File: src/rtl/phase_meas_ctrl.sv
// phase_meas_ctrl: run sequencer for the time-domain phase-difference core.
// A run does the following in order:
//   - clear the core
//   - discard its warm-up results
//   - average 2^k confidence-filtered results
//   - report one phase with a status code
// A watchdog and a reject limit bound every run.
module phase_meas_ctrl #(
    parameter int CLEAR_CYCLES   = 4,
    parameter int SETTLE_RESULTS = 2,
    parameter int TIMEOUT_CYCLES = 1400000,
    parameter int MAX_REJECT     = 64
) (
    input  logic        clk,
    input  logic        rst,
    input  logic        start,
    input  logic        abort,
    input  logic [2:0]  avg_log2,
    input  logic [7:0]  conf_min,
    input  logic        adc_valid_in,
    output logic        adc_valid_out,
    output logic        core_rst_n,
    input  logic [15:0] phase_in,
    input  logic        phase_valid_in,
    input  logic [7:0]  confidence_in,
    output logic        busy,
    output logic        done,
    output logic [1:0]  err_code,
    output logic [15:0] phase_avg,
    output logic [4:0]  accepted_cnt,
    output logic [7:0]  rejected_cnt
);

    localparam int WD_W  = $clog2(TIMEOUT_CYCLES + 1);
    localparam int CLR_W = $clog2(CLEAR_CYCLES + 1);
    localparam int SET_W = $clog2(SETTLE_RESULTS + 2);

    localparam logic [1:0] ERR_OK      = 2'd0;
    localparam logic [1:0] ERR_TIMEOUT = 2'd1;
    localparam logic [1:0] ERR_REJECT  = 2'd2;
    localparam logic [1:0] ERR_ABORT   = 2'd3;

    typedef enum logic [2:0] {
        S_IDLE,
        S_CLEAR,
        S_SETTLE,
        S_COLLECT,
        S_DIVIDE
    } state_t;

    state_t             state_q, state_d;
    logic               pv_q;
    logic               evt;
    logic               accept;
    logic               wd_exp;
    logic [2:0]         k_q;
    logic [4:0]         n_val;
    logic signed [19:0] acc_q;
    logic signed [19:0] ph_ext;
    logic signed [19:0] half;
    logic [15:0]        rnd;
    logic [CLR_W-1:0]   clr_cnt_q;
    logic [SET_W-1:0]   set_cnt_q;
    logic [WD_W-1:0]    wd_q;

    // control strobes from the next-state logic into the datapath
    logic       go_start, take, rej, wd_rld, div, fin;
    logic [1:0] fin_err;

    // one event per rising edge of the core valid, however long it is held
    assign evt    = phase_valid_in & ~pv_q;
    assign accept = confidence_in >= conf_min;
    assign wd_exp = wd_q == WD_W'(TIMEOUT_CYCLES - 1);
    assign n_val  = 5'd1 << k_q;
    assign ph_ext = {{4{phase_in[15]}}, phase_in};
    // N>>1 rounding addend; zero when N=1
    assign half   = {15'd0, n_val[4:1]};
    assign rnd    = 16'((acc_q + half) >>> k_q);

    assign busy          = state_q != S_IDLE;
    assign adc_valid_out = adc_valid_in & ((state_q == S_SETTLE) | (state_q == S_COLLECT));

    // state register
    always_ff @(posedge clk or posedge rst) begin
        if (rst) state_q <= S_IDLE;
        else     state_q <= state_d;
    end

    // next state and per-cycle control; abort overrides everything last
    always_comb begin
        state_d  = state_q;
        go_start = 1'b0;
        take     = 1'b0;
        rej      = 1'b0;
        wd_rld   = 1'b0;
        div      = 1'b0;
        fin      = 1'b0;
        fin_err  = ERR_OK;
        case (state_q)
            S_IDLE: begin
                if (start) begin
                    go_start = 1'b1;
                    state_d  = S_CLEAR;
                end
            end
            S_CLEAR: begin
                if (clr_cnt_q == CLR_W'(CLEAR_CYCLES - 1)) begin
                    state_d = (SETTLE_RESULTS == 0) ? S_COLLECT : S_SETTLE;
                    wd_rld  = 1'b1;
                end
            end
            S_SETTLE: begin
                if (evt) begin
                    wd_rld = 1'b1;
                    if (set_cnt_q == SET_W'(SETTLE_RESULTS - 1)) state_d = S_COLLECT;
                end else if (wd_exp) begin
                    fin     = 1'b1;
                    fin_err = ERR_TIMEOUT;
                    state_d = S_IDLE;
                end
            end
            S_COLLECT: begin
                if (evt) begin
                    wd_rld = 1'b1;
                    if (accept) begin
                        take = 1'b1;
                        if (accepted_cnt + 5'd1 == n_val) state_d = S_DIVIDE;
                    end else begin
                        rej = 1'b1;
                        if ({1'b0, rejected_cnt} + 9'd1 >= 9'(MAX_REJECT)) begin
                            fin     = 1'b1;
                            fin_err = ERR_REJECT;
                            state_d = S_IDLE;
                        end
                    end
                end else if (wd_exp) begin
                    fin     = 1'b1;
                    fin_err = ERR_TIMEOUT;
                    state_d = S_IDLE;
                end
            end
            S_DIVIDE: begin
                div     = 1'b1;
                fin     = 1'b1;
                fin_err = ERR_OK;
                state_d = S_IDLE;
            end
            default: state_d = S_IDLE;
        endcase
        if (abort && state_q != S_IDLE) begin
            state_d = S_IDLE;
            take    = 1'b0;
            rej     = 1'b0;
            wd_rld  = 1'b0;
            div     = 1'b0;
            fin     = 1'b1;
            fin_err = ERR_ABORT;
        end
    end

    // datapath: counters, accumulator, watchdog, registered outputs
    always_ff @(posedge clk or posedge rst) begin
        if (rst) begin
            pv_q         <= 1'b0;
            core_rst_n   <= 1'b0;
            done         <= 1'b0;
            err_code     <= ERR_OK;
            phase_avg    <= '0;
            accepted_cnt <= '0;
            rejected_cnt <= '0;
            k_q          <= '0;
            acc_q        <= '0;
            clr_cnt_q    <= '0;
            set_cnt_q    <= '0;
            wd_q         <= '0;
        end else begin
            pv_q       <= phase_valid_in;
            core_rst_n <= state_d != S_CLEAR;
            done       <= fin;
            if (fin) err_code <= fin_err;
            if (go_start) begin
                k_q          <= (avg_log2 > 3'd4) ? 3'd4 : avg_log2;
                acc_q        <= '0;
                accepted_cnt <= '0;
                rejected_cnt <= '0;
                clr_cnt_q    <= '0;
                set_cnt_q    <= '0;
                err_code     <= ERR_OK;
            end
            if (state_q == S_CLEAR) clr_cnt_q <= clr_cnt_q + 1'b1;
            if (state_q == S_SETTLE && evt) set_cnt_q <= set_cnt_q + 1'b1;
            if (wd_rld)
                wd_q <= '0;
            else if (state_q == S_SETTLE || state_q == S_COLLECT)
                wd_q <= wd_q + 1'b1;
            if (take) begin
                acc_q        <= acc_q + ph_ext;
                accepted_cnt <= accepted_cnt + 5'd1;
            end
            if (rej && rejected_cnt != 8'hFF) rejected_cnt <= rejected_cnt + 8'd1;
            if (div) phase_avg <= rnd;
        end
    end

endmodule

File: config.mk
export PLATFORM = sky130hd
export DESIGN_NAME = phase_meas_ctrl
export DESIGN_NICKNAME = d
export VERILOG_FILES = /design/src/rtl/phase_meas_ctrl.sv
export SDC_FILE = /design/constraint.sdc
export NUM_CORES = 1
export LEC_CHECK = 0
export ABC_AREA = 0
export CELL_PAD_IN_SITES_DETAIL_PLACEMENT = 1
export CELL_PAD_IN_SITES_GLOBAL_PLACEMENT = 1
export CORE_MARGIN = 3
export CORE_UTILIZATION = 40
export DETAILED_ROUTE_END_ITERATION = 7
export PLACE_DENSITY = 0.73
export REMOVE_ABC_BUFFERS = 1
export SETUP_SLACK_MARGIN = 0.2
export SLEW_MARGIN = 20
export SYNTH_ARGS = -nofsm -noshare
export SYNTH_HDL_FRONTEND = slang
export SYNTH_SLANG_ARGS = --single-unit
File: constraint.sdc
create_clock -name clk -period 7.6 [get_ports clk]
set_clock_uncertainty 0.05 [all_clocks]
set_input_delay 0.76 -clock clk [delete_from_list [all_inputs] [get_ports clk]]
set_output_delay 0.76 -clock clk [all_outputs]
set_load 0.01 [all_outputs]
Word-level counts from Yosys, hierarchy flattened
Cells that the tools add are included.
Word-level totals
  register bits: 86
  logic and storage cells: 109
  input port bits: 41
  output and inout bits: 35
Cells by class
  $lt $le $gt $ge: 3
  $add $sub $neg: 8
  equality and inequality tests: 10
  reduce and logical (&&, ||, !) cells: 13
  multiplexer cells: 56
  bitwise gates (word level): 4
  shift operators: 2
Operators by type and width (count)
  $mux W21: 2
  $mux W20: 2
  $mux W3: 13
  $mux W1: 23
  $add A21 B1 Y21 const B: 1
  $eq A21 B21 Y1 const B: 1
  $add A20 B16 Y20: 1
  $add A20 B5 Y20: 1
  $sshr A20 B3 Y16: 1
  $mux W2: 8
  $mux W8: 2
  $pmux W3 S4: 1
  $reduce_bool A2 Y1: 6
  $mux W5: 2
  $add A8 B1 Y9 const B: 1
  $eq A3 B2 Y1 const B: 3
  $ge A9 B7 Y1 const B: 1
  $add A8 B1 Y8 const B: 1
  $ge A8 B8 Y1: 1
  $ne A8 B8 Y1 const B: 1
  $add A5 B1 Y5 const B: 1
  $eq A5 B5 Y1: 1
  $shl A1 B3 Y5 const A: 1
  $pmux W2 S2: 1
  17 further kinds: 20

Longest topological paths before layout
  depth after elaboration: 9
  gate-level depth with buffers: 15

Worst setup path after synthesis
No wires, ideal clock.
  path kind: flip-flop to flip-flop
  start: register k_q[1]
  end: register phase_avg[10]
  path buffers: 2
  library setup time: 0.142 ns
  data arrival time: 3.054 ns
  stages on the path, launching flop included: 13
  slack: 4.354 ns
  clock period less this slack: 3.246 ns
  path through: dfrtp_1 > buf_1 > clkbuf_1 > nand2_1 > fa_1 > nand2b_1 > a21boi_2 > o21ai_2 > or3_4 > xnor2_2 > o221a_2 > mux2i_1 > o221ai_1
On the way
  word-level cells in the longest chain between the ends: 3
Ends and longest elaborated chain
  start, declared: RTL line 56  | logic [2:0] k_q;
  start signal, assigned: RTL line 182  | k_q <= (avg_log2 > 3'd4) ? 3'd4 : avg_log2;
  $shl A1 B3 Y5: RTL line 74  | assign n_val = 5'd1 << k_q;
  $add A20 B5 Y20: RTL line 78  | assign rnd = 16'((acc_q + half) >>> k_q);
  $sshr A20 B3 Y16 (*): RTL line 78
  end signal, assigned: RTL line 201  | if (div) phase_avg <= rnd;
  end, declared: RTL line 29  | output logic [15:0] phase_avg,
Mark *: on every way between the ends. The rest lies on a longest branch, timed or not.
A chain may end at the register's enable or synchronous reset.

Worst setup path in the final report
  start: register k_q[0]
  end: register phase_avg[7]
The elaborated chain is that of the path after synthesis.

==> impl_results.md <==
* CTS Root Cell: clkbuf_16
* Worst setup SP type: register
* Final period util at about 57%
* Avg Cell Area, Syn at approximately 8.4 um2
* Fin nets at between 800 and 900
* Main synth FF type: dfrtp_1
* Area of the multi-input gates at just under 4000 um2
* Synth area leaders: dfrtp_1 34%, ha_1 7.2%, o21ai_0 5.5%, nand3_1 4.8%, nand2_1 4.5%
* Maximum VDD drop at between 0.1 and 0.15 mV
* P&R area growth vs syn at 18.6%
* Yosys top cell by area: dfrtp_1
* CTS max path bufs at 2
* Type of the worst setup path: reg2reg
* Synth Cell Area at 6410 um2
* Setup violators final at 0
* Starting DRT DRC Count at 350
* Max_cap viols at 0
* Fmax at ~230 MHz
* Die Y at between 100 and 150 um
* Rows at 45
* Area share of the largest cell type after synthesis at between 30% and 40%
* Fillers at 1854
* Post-CTS resize count at 0
* Initial antenna violation count at 0
* Fraction of registers with async set/reset at 100%
* Pre-CTS setup slack at between 2 and 3 ns
* Synth warn at 0
* GR Overflow Total at 0
* Setup_tns at 0 ns
* DRC Markers at 0
* Leakage power at between 3 and 4 nW
* Post-route minimum period at approximately 4.4 ns
* Critical path, cell by cell: inv_1 -> nor3_1 -> ha_1 -> inv_1 -> fa_1 -> nand2b_1 -> a21boi_2 -> o21a_1 -> a31oi_1 -> o221ai_1 -> nor2_1 -> a21oi_1 -> o221ai_1
* Post-DP HPWL at between 10000 and 15000 um
* CTS sink count at 86
* Final hold viol count at 0
* H-tree levels at 3
* Ports at 76
* Slowest-stage cell, CP: dfrtp_2
* Worst-path clk slew at around 0.07 ns
* Cells after Synth at 762
* Routed Antenna Nets at 0
* First-pass GRT wire length at between 20000 and 30000 um
* Max_slew headroom at 31.5%
* Area occupied by registers at roughly 2200 um2
* Critical Path AT at approximately 4.5 ns
* Synth cell types at 80
* First-pass iteration count of the detailed router at 4
* All-Layer GR Usage at between 20% and 30%
* Postcts setup bufs at 0
* Die ar. at roughly 18000 um2
* CTS tree: built
* Pwr Density at roughly 200 nW/um2
* Final WS setup at between 3 and 4 ns
* Hold Startpoint: phase_avg[0]$_DFFE_PP0P_
* Port Buf Inserts at 75
* Slowest Stage Delay on Critical Path at about 0.8 ns
* Final wirelength at approximately 17000 um
* N_diodes at 0
* Drt wl/cell at about 17 um
* CP Capture Type: register
* Post-synthesis sequential area ratio at between 30% and 40%
* Initial core utilization at between 40% and 50%
* # hold bufs at CTS at 0
* Layout cells sized above 1 at approximately 7.7%
* FF+latch count, synth at 86
* Die W at between 100 and 150 um
* WP data required at between 7 and 8 ns
* CTS buffer count at 9
* CP startpoint: k_q[0]$_DFFE_PP0P_
* Maximum net fanout on the critical path at 40
* Worst-Skew Late Latency at roughly 0.35 ns
* Vias per cell at approximately 5.6
* RSZ-0062 raised after global routing: false
* Core outline area at 15400 um2
* Hold Crit Class: reg2reg
* Number of vias in the routed layout at around 5800
* Number of flops mapped to enable cells by yosys at 0
* Worst r2r src: k_q[0]$_DFFE_PP0P_
* RePlAce Congestion at 0.871
* Vias in the first global route at roughly 6100
* Final Slew Violations at 0
* Hold_ws at approximately 0.45 ns
* Slew @ Worst Pin at about 1.0 ns
* Pin count of the biggest net entering global routing at between 80 and 90
* Status: finished, final reports clean
-- Yosys cell counts (8+ instances only) --
cell type and number:
ha_1 37, o21ai_0 71, a21oi_1 37, dfrtp_1 86, nor2_1 61, a21o_1 9, xnor2_1 17, nand4_1 9
nand3_1 61, and3_1 12, and2_1 8, o221ai_1 15, mux2_2 11, mux2i_1 10, xor2_1 29, clkbuf_1 25
nor3_1 12, inv_1 40, nand2b_1 8, nand2_1 77, a31oi_1 11
-- per-stage QoR --
stage / total power, mW / util (%) / cell area, um2 / cells
floorplan: 0.923 / - / 6230 / 724
global placement: 1.07 / 47.2 / 7280 / 1014
detailed placement: 1.10 / 47.2 / 7280 / 1014
CTS: 1.58 / 49.2 / 7590 / 1030
global route: 1.66 / 49.3 / 7600 / 1030
finish: 1.56 / 49.3 / 7600 / 1030
-- power breakdown --
group / internal (mW) / switching [mW]
clock: 0.270 / 0.204
combinational: 0.202 / 0.244
sequential: 0.521 / 0.119
total: 0.993 / 0.568
-- placed cells by master (no fill, tap or decap), types with 5 or more instances in the layout --
cell type and instances:
nand3b_1 5, nor2_1 61, nor4_1 5, o211ai_1 7, and2_1 8, nand2b_1 8
xor2_1 29, xnor2_1 17, and3_1 12, inv_1 39, a31oi_1 11, nand2_1 77
nor3_1 12, clkdlybuf4s50_1 75, a21o_1 9, ha_1 37, mux2_2 11, nand4_1 9
dfrtp_1 85, o221ai_1 15, nand3_1 61, a21oi_1 37, clkbuf_16 9, o21ai_0 71
mux2i_1 10
-- per-layer routing --
| metal | up-vias | global-route usage [%] | routed length, um |
|---|---|---|---|
| li1 | 2853 | - | - |
| met1 | 2790 | 25.2 | 7750 |
| met2 | 92 | 36.0 | 8740 |
| met3 | 17 | 3.27 | 505 |
| met4 | 0 | 5.60 | 255 |
| met5 | - | 0 | 0 |
-- registers in the layout (all words and copies together) (netlist names) --
register / count
acc_q: 20
accepted_cnt: 5
clr_cnt_q: 3
core_rst_n: 1
done: 1
err_code: 2
k_q: 3
phase_avg: 16
pv_q: 1
rejected_cnt: 8
set_cnt_q: 2
state_q: 3
wd_q: 21
-- critical path, delay by kind of cell (launching register included) --
kind | cells | cell delay [ns]
AOI/OAI and AO/OA | 6 | 1.51
adders and majority gates | 2 | 0.64
buffers and inverters | 2 | 0.59
DFF | 1 | 0.78
and+or+nand+nor | 3 | 0.64
-- path summary, 6_finish.rpt --
kind                                             to  slack, ns  cells after the start
min reg2reg                phase_avg[0]$_DFFE_PP0P_       0.45                      2
max reg2reg                phase_avg[7]$_DFFE_PP0P_       3.24                     13
max                        phase_avg[7]$_DFFE_PP0P_       3.24                     13
max in group asynchronous        k_q[0]$_DFFE_PP0P_       6.03                      3
min in group asynchronous      wd_q[11]$_DFFE_PP0P_       0.90                      3
min                        phase_avg[0]$_DFFE_PP0P_       0.45                      2
-- cells by family (layout without fill, tap and decap cells) --
family	after synthesis	in the layout	synth area share (%)
mux	22	22	3.85
fa+ha+maj	39	39	7.85
compound gates	201	201	20.5
xor+xnor	47	47	6.54
buf+inv	78	135	5.06
flops	86	86	33.6
simple gates	289	289	22.6
-- final cells by class --
class,count,area share (%)
clock buffers,10,3.15
clock inverters,6,0.988
inverters,40,1.99
multi-input cells,598,51.7
flip-flops and latches,86,28.3
well taps,211,3.47
repair buffers,79,10.3
No activity file was read; power rests on OpenSTA's default activity.
==> RTL edit 1: new RTL, same flow settings <==
The parameter `TIMEOUT_CYCLES` goes from 1400000 to 2800000.
--- a/src/rtl/phase_meas_ctrl.sv
+++ b/src/rtl/phase_meas_ctrl.sv
@@ -8,7 +8,7 @@
 module phase_meas_ctrl #(
     parameter int CLEAR_CYCLES   = 4,
     parameter int SETTLE_RESULTS = 2,
-    parameter int TIMEOUT_CYCLES = 1400000,
+    parameter int TIMEOUT_CYCLES = 2800000,
     parameter int MAX_REJECT     = 64
 ) (
     input  logic        clk,
Function: same outputs for any inputs over 10 cycles, from zero or initial values and one cycle with rst high; that may be too few to reach the edited logic, so the function may still have changed.
==> RTL edit 1 against the original RTL <==
  * Setup slack improved by 140 ps
  * Fmax increased by 3.3%
  * Area after synthesis increased by 1.4%
  * Largest cell class unchanged
  * Combinational power increased by 25%
  * Routed wire length increased by 9.4%
  * Power increased by 4.7%
  * Sequential cell count increased by 1
  * Cell area increased by 1.2%
==> RTL edit 1: results (changes against the original RTL) <==
- Footprint of the multi-input gates: 4070 um2 (+3.6%)
- Met1 Use GR: 30.4% (+5.2 points)
- # fillers: 1,857 (+0.16%)
- Status: finished clean
- FF-to-FF End: phase_avg[5]$_DFFE_PP0P_
- Comb_multi_in: 608 (+1.7%)
- Static leakage: 3.19 nW (-1.6%)
- Largest net degree at the start of global routing: 67 (-23%)
- Worst hold path class: reg2reg
- Final setup fails: 0 (unchanged)
- Share of cells above drive strength 1: 5.02% (-2.7 points)
- Reg2Reg Setup Slack: 3380 ps (+140 ps)
- Largest registers: wd_q x22, acc_q x20, phase_avg x16
- Hpwl dp: 14,500 um (+10%)
- Final GP Congestion: 0.886 (+1.7%)
- Worst setup path start: k_q[1]$_DFFE_PP0P_
- Commonest cells in the netlist: 87 x dfrtp_1, 74 x nand2_1, 53 x nor2_1, 49 x o21ai_1, 48 x nand3_1
- DR vias: 6,025 (+4.7%)
- Worst-path fanout max: 22 (-45%)
- Proportion of power drawn by the clock network: 27.1% (-3.3 points)
- Total GRT Usage: 21.7% (+1.5 points)
- Largest register FFs: 22 (+4.8%)
- Count of non-CTS buffers in the layout: 80 (+1.3%)
- Signal buf overhead: 10.2% (-0.077 points)
- Clock-pin slew on the worst setup and hold paths: 70 ps (about the same)
- Measured slew at the worst slew-check pin: 923 ps (-102 ps)
- FMAX: 237 MHz (+3.3%)
- Clock Tree Buf Depth: 2 (unchanged)
- Nets: 892 (-0.22%)
- First-pass GRT wire length: 31,600 um (+6.7%)
- Seq area share: 28.3% (-0.037 points)
- R2R depth: 10 (-3)
- Seq cells: 87 (+1.2%)
- ClkCell Share: 3.81% (-0.33 points)
- Worst-skew pair later-pin latency: 350 ps (about the same)
- Sequential share of power: 38.7% (-2.3 points)
- Count of cell types in the netlist: 75 (-6.3%)
- Synth Area in Adders: 7.74% (-0.11 points)
- Multiplexer area fraction after synthesis: 4.97% (+1.1 points)
- CP Capture Point: phase_avg[5]$_DFFE_PP0P_
- Power Clock: 0.443 mW (-6.5%)
- Post-Synth XOR/XNOR Area: 6.61% (+0.063 points)
- Clock buffers: 12 (+2)
- Vias in the first global route: 6,165 (+1.4%)
- Post-Route WL: 18,900 um (+9.4%)
- GR Util met3: 2.68% (-0.59 points)
- Switching share of total power: 37.4% (+0.98 points)
- Synth warn: 0 (unchanged)
- # diodes: 0 (unchanged)
- DRT iter0 DRCs: 302 (-14%)
- Post-synthesis sequential area ratio: 33.5% (-0.081 points)
- Async set-reset flop share out of synthesis: 100% (unchanged)
- M2 GR Usage: 34.4% (-1.6 points)
- WP data arrival: 4420 ps (-100 ps)
- CTS root buffer: clkbuf_16
- Non-clk invs: 26 (-35%)
- Main area contributors after synthesis: dfrtp_1 34%, ha_1 7.1%, nand2_1 4.3%
- Complex-gate fraction of the synthesized area: 22.0% (+1.6 points)
- Worst vdd rail ir drop: 0.0928 mV (-20%)
RTL edit 1: through the flow:
stage | utilization (%) | instances | setup WS [ps] | instance area (um2) | hold WS (ps)
2_1_floorplan | - | 721 | 3410 | 6340 | 400
3_3_place_gp | 47.6 | 1012 | 3360 | 7400 | 414
3_5_place_dp | 47.6 | 1012 | 3140 | 7400 | 424
4_1_cts | 49.5 | 1028 | 3130 | 7690 | 442
5_1_grt | 49.5 | 1028 | 3000 | 7690 | 472
6_report | 49.5 | 1028 | 3380 | 7690 | 434
RTL edit 1: worst max-delay path, stage by stage, from the launching register on:
cell and delay (ps):
dfrtp_1 830, inv_1 470, nor3_1 410, ha_1 360, and3_4 230, a211oi_4 550, nor2_1 130, a31oi_1 170
o221ai_1 250, mux4_2 520, o21ai_1 150
RTL edit 1: layer usage:
| metal | wire length [um] | vias to the layer above |
|---|---|---|
| li1 | - | 2901 |
| met5 | 0 | - |
| met1 | 9110 | 2991 |
| met4 | 479 | 0 |
| met3 | 518 | 28 |
| met2 | 8760 | 105 |
==> RTL edit 2: new RTL, same settings <==
Made on the original files. Add an input register stage for `conf_min`; this delays it by one clock. The other inputs are not delayed to match.
--- a/src/rtl/phase_meas_ctrl.sv
+++ b/src/rtl/phase_meas_ctrl.sv
@@ -48,6 +48,12 @@
         S_DIVIDE
     } state_t;
 
+    logic [7:0] conf_min_q;
+
+    always_ff @(posedge clk) begin
+        conf_min_q <= conf_min;
+    end
+
     state_t             state_q, state_d;
     logic               pv_q;
     logic               evt;
@@ -69,7 +75,7 @@
 
     // one event per rising edge of the core valid, however long it is held
     assign evt    = phase_valid_in & ~pv_q;
-    assign accept = confidence_in >= conf_min;
+    assign accept = confidence_in >= conf_min_q;
     assign wd_exp = wd_q == WD_W'(TIMEOUT_CYCLES - 1);
     assign n_val  = 5'd1 << k_q;
     assign ph_ext = {{4{phase_in[15]}}, phase_in};
Behaviour: same outputs for any inputs over 10 cycles, from zero or initial values and one cycle with rst high; that may be too few to reach the edited logic, so the function may still have changed.
==> RTL edit 2 against the original RTL <==
  * Worst hold slack about the same
  * Global-route usage is 0.87 points higher
  * Setup slack got worse by 73 ps
  * Routed wire length increased by 7.9%
  * Area after synthesis is 3.1% higher
  * Sequential cell count rose by 8
  * Power rose by 0.14%
  * Critical path depth down 3
  * Synthesized cell count rose by 0.26%
  * Fmax fell by 1.7%
  * Sequential share of layout area rose by 1.4 points
  * Cell area up 2.3%
  * Critical path type unchanged
  * Highest routed layer unchanged
==> RTL edit 2: results (changes against the original RTL) <==
- Hold endpoint: set_cnt_q[0]$_DFFE_PP0P_
- Worst-path fanout max: 24 (-40%)
- Min-delay src: set_cnt_q[0]$_DFFE_PP0P_
- Nets: 893 (-0.11%)
- Vias in the first global route: 6,194 (+1.8%)
- Hpwl dp: 13,700 um (+4.5%)
- Cell family contributing the most delay on the critical path: simple AND/OR/NAND/NOR gates
- Footprint of the multi-input gates: 4020 um2 (+2.3%)
- Comb_multi_in: 601 (+0.50%)
- Met1 Use GR: 27.3% (+2.1 points)
- Post-Syn Instances: 764 (+0.26%)
- First-pass GRT wire length: 31,300 um (+5.5%)
- PD cells: 201 nW/um2 (-2.1%)
- CP Launch Type: flip-flop
- Fin cells: 1,033 (+0.29%)
- Vias/cell: 5.84 (+4.6%)
- R2R depth: 10 (-3)
- Commonest cells in the netlist: 86 x dfrtp_1, 76 x nand2_1, 64 x o21ai_0, 60 x nor2_1, 43 x nand3_1
- Tapcells: 216 (+2.4%)
- Main area contributors after synthesis: dfrtp_1 33%, ha_1 7.2%, o21ai_0 4.8%
- # diodes: 0 (unchanged)
- ClkCell Share: 3.62% (-0.51 points)
- Drt first pass iters: 5 (+1)
- R2r startpoint: k_q[1]$_DFFE_PP0P_
- WP data arrival: 4630 ps (+110 ps)
- Non-clk invs: 27 (-33%)
- FF-to-FF End: phase_avg[14]$_DFFE_PP0P_
- Final GP Congestion: 0.823 (-5.4%)
- Async set-reset flop share out of synthesis: 91.5% (-8.5 points)
- Seq area share: 29.7% (+1.4 points)
- Routed len/inst: 18.0 um (+7.6%)
- CP peak stage delay: 850 ps (+70 ps)
- # fillers: 1,936 (+4.4%)
- Post-CTS Repair Setup Buffers: 0 (unchanged)
- Clock buffers: 9 (-1)
- Static leakage: 3.26 nW (+0.83%)
- M2 GR Usage: 36.1% (+0.16 points)
- Logic pwr share: 28.2% (-0.4 points)
- Measured slew at the worst slew-check pin: 1020 ps (-3.07 ps)
- Worst vdd rail ir drop: 0.100 mV (-14%)
- GR Util met3: 2.94% (-0.33 points)
- Final critical-path setup slack: 3170 ps (-73.4 ps)
- CTS Sinks: 94 (+9.3%)
- Status: finished clean
- Total GRT Usage: 21.0% (+0.87 points)
- Post-synthesis sequential area ratio: 35.0% (+1.4 points)
- Hold slack: 447 ps (-0.103 ps)
- Hold depth: 1 (-1)
- Worst path slowest cell: dfrtp_1
- DRT iter0 DRCs: 348 (-0.57%)
- Signal buf overhead: 10.1% (-0.23 points)
-- RTL edit 2: cell types whose count changed after synthesis, moves of 7 or more --
cell,delta
nand3_1,-18
inv_1,-14
a211oi_1,+12
dfxtp_1,+8
o31ai_1,+8
a21oi_1,-7
nor2b_1,+7
o21ai_0,-7
-- RTL edit 2: metal layers --
layer	part of all wire, %	routed length (um)	up-vias
li1	-	-	2915
met1	45	8440	3001
met2	50	9360	92
met3	2.5	474	24
met4	1.8	338	0
met5	0	0	-
-- RTL edit 2: cells by family (layout without fill, tap and decap cells) --
family / Yosys count / count (layout) / share of synthesized area (%)
mux: 23 / 23 / 3.79
compound gates: 216 / 216 / 22.1
buf+inv: 69 / 122 / 4.19
flops: 94 / 94 / 35.0
xor+xnor: 44 / 44 / 5.83
fa+ha+maj: 40 / 40 / 7.80
simple gates: 278 / 278 / 21.3
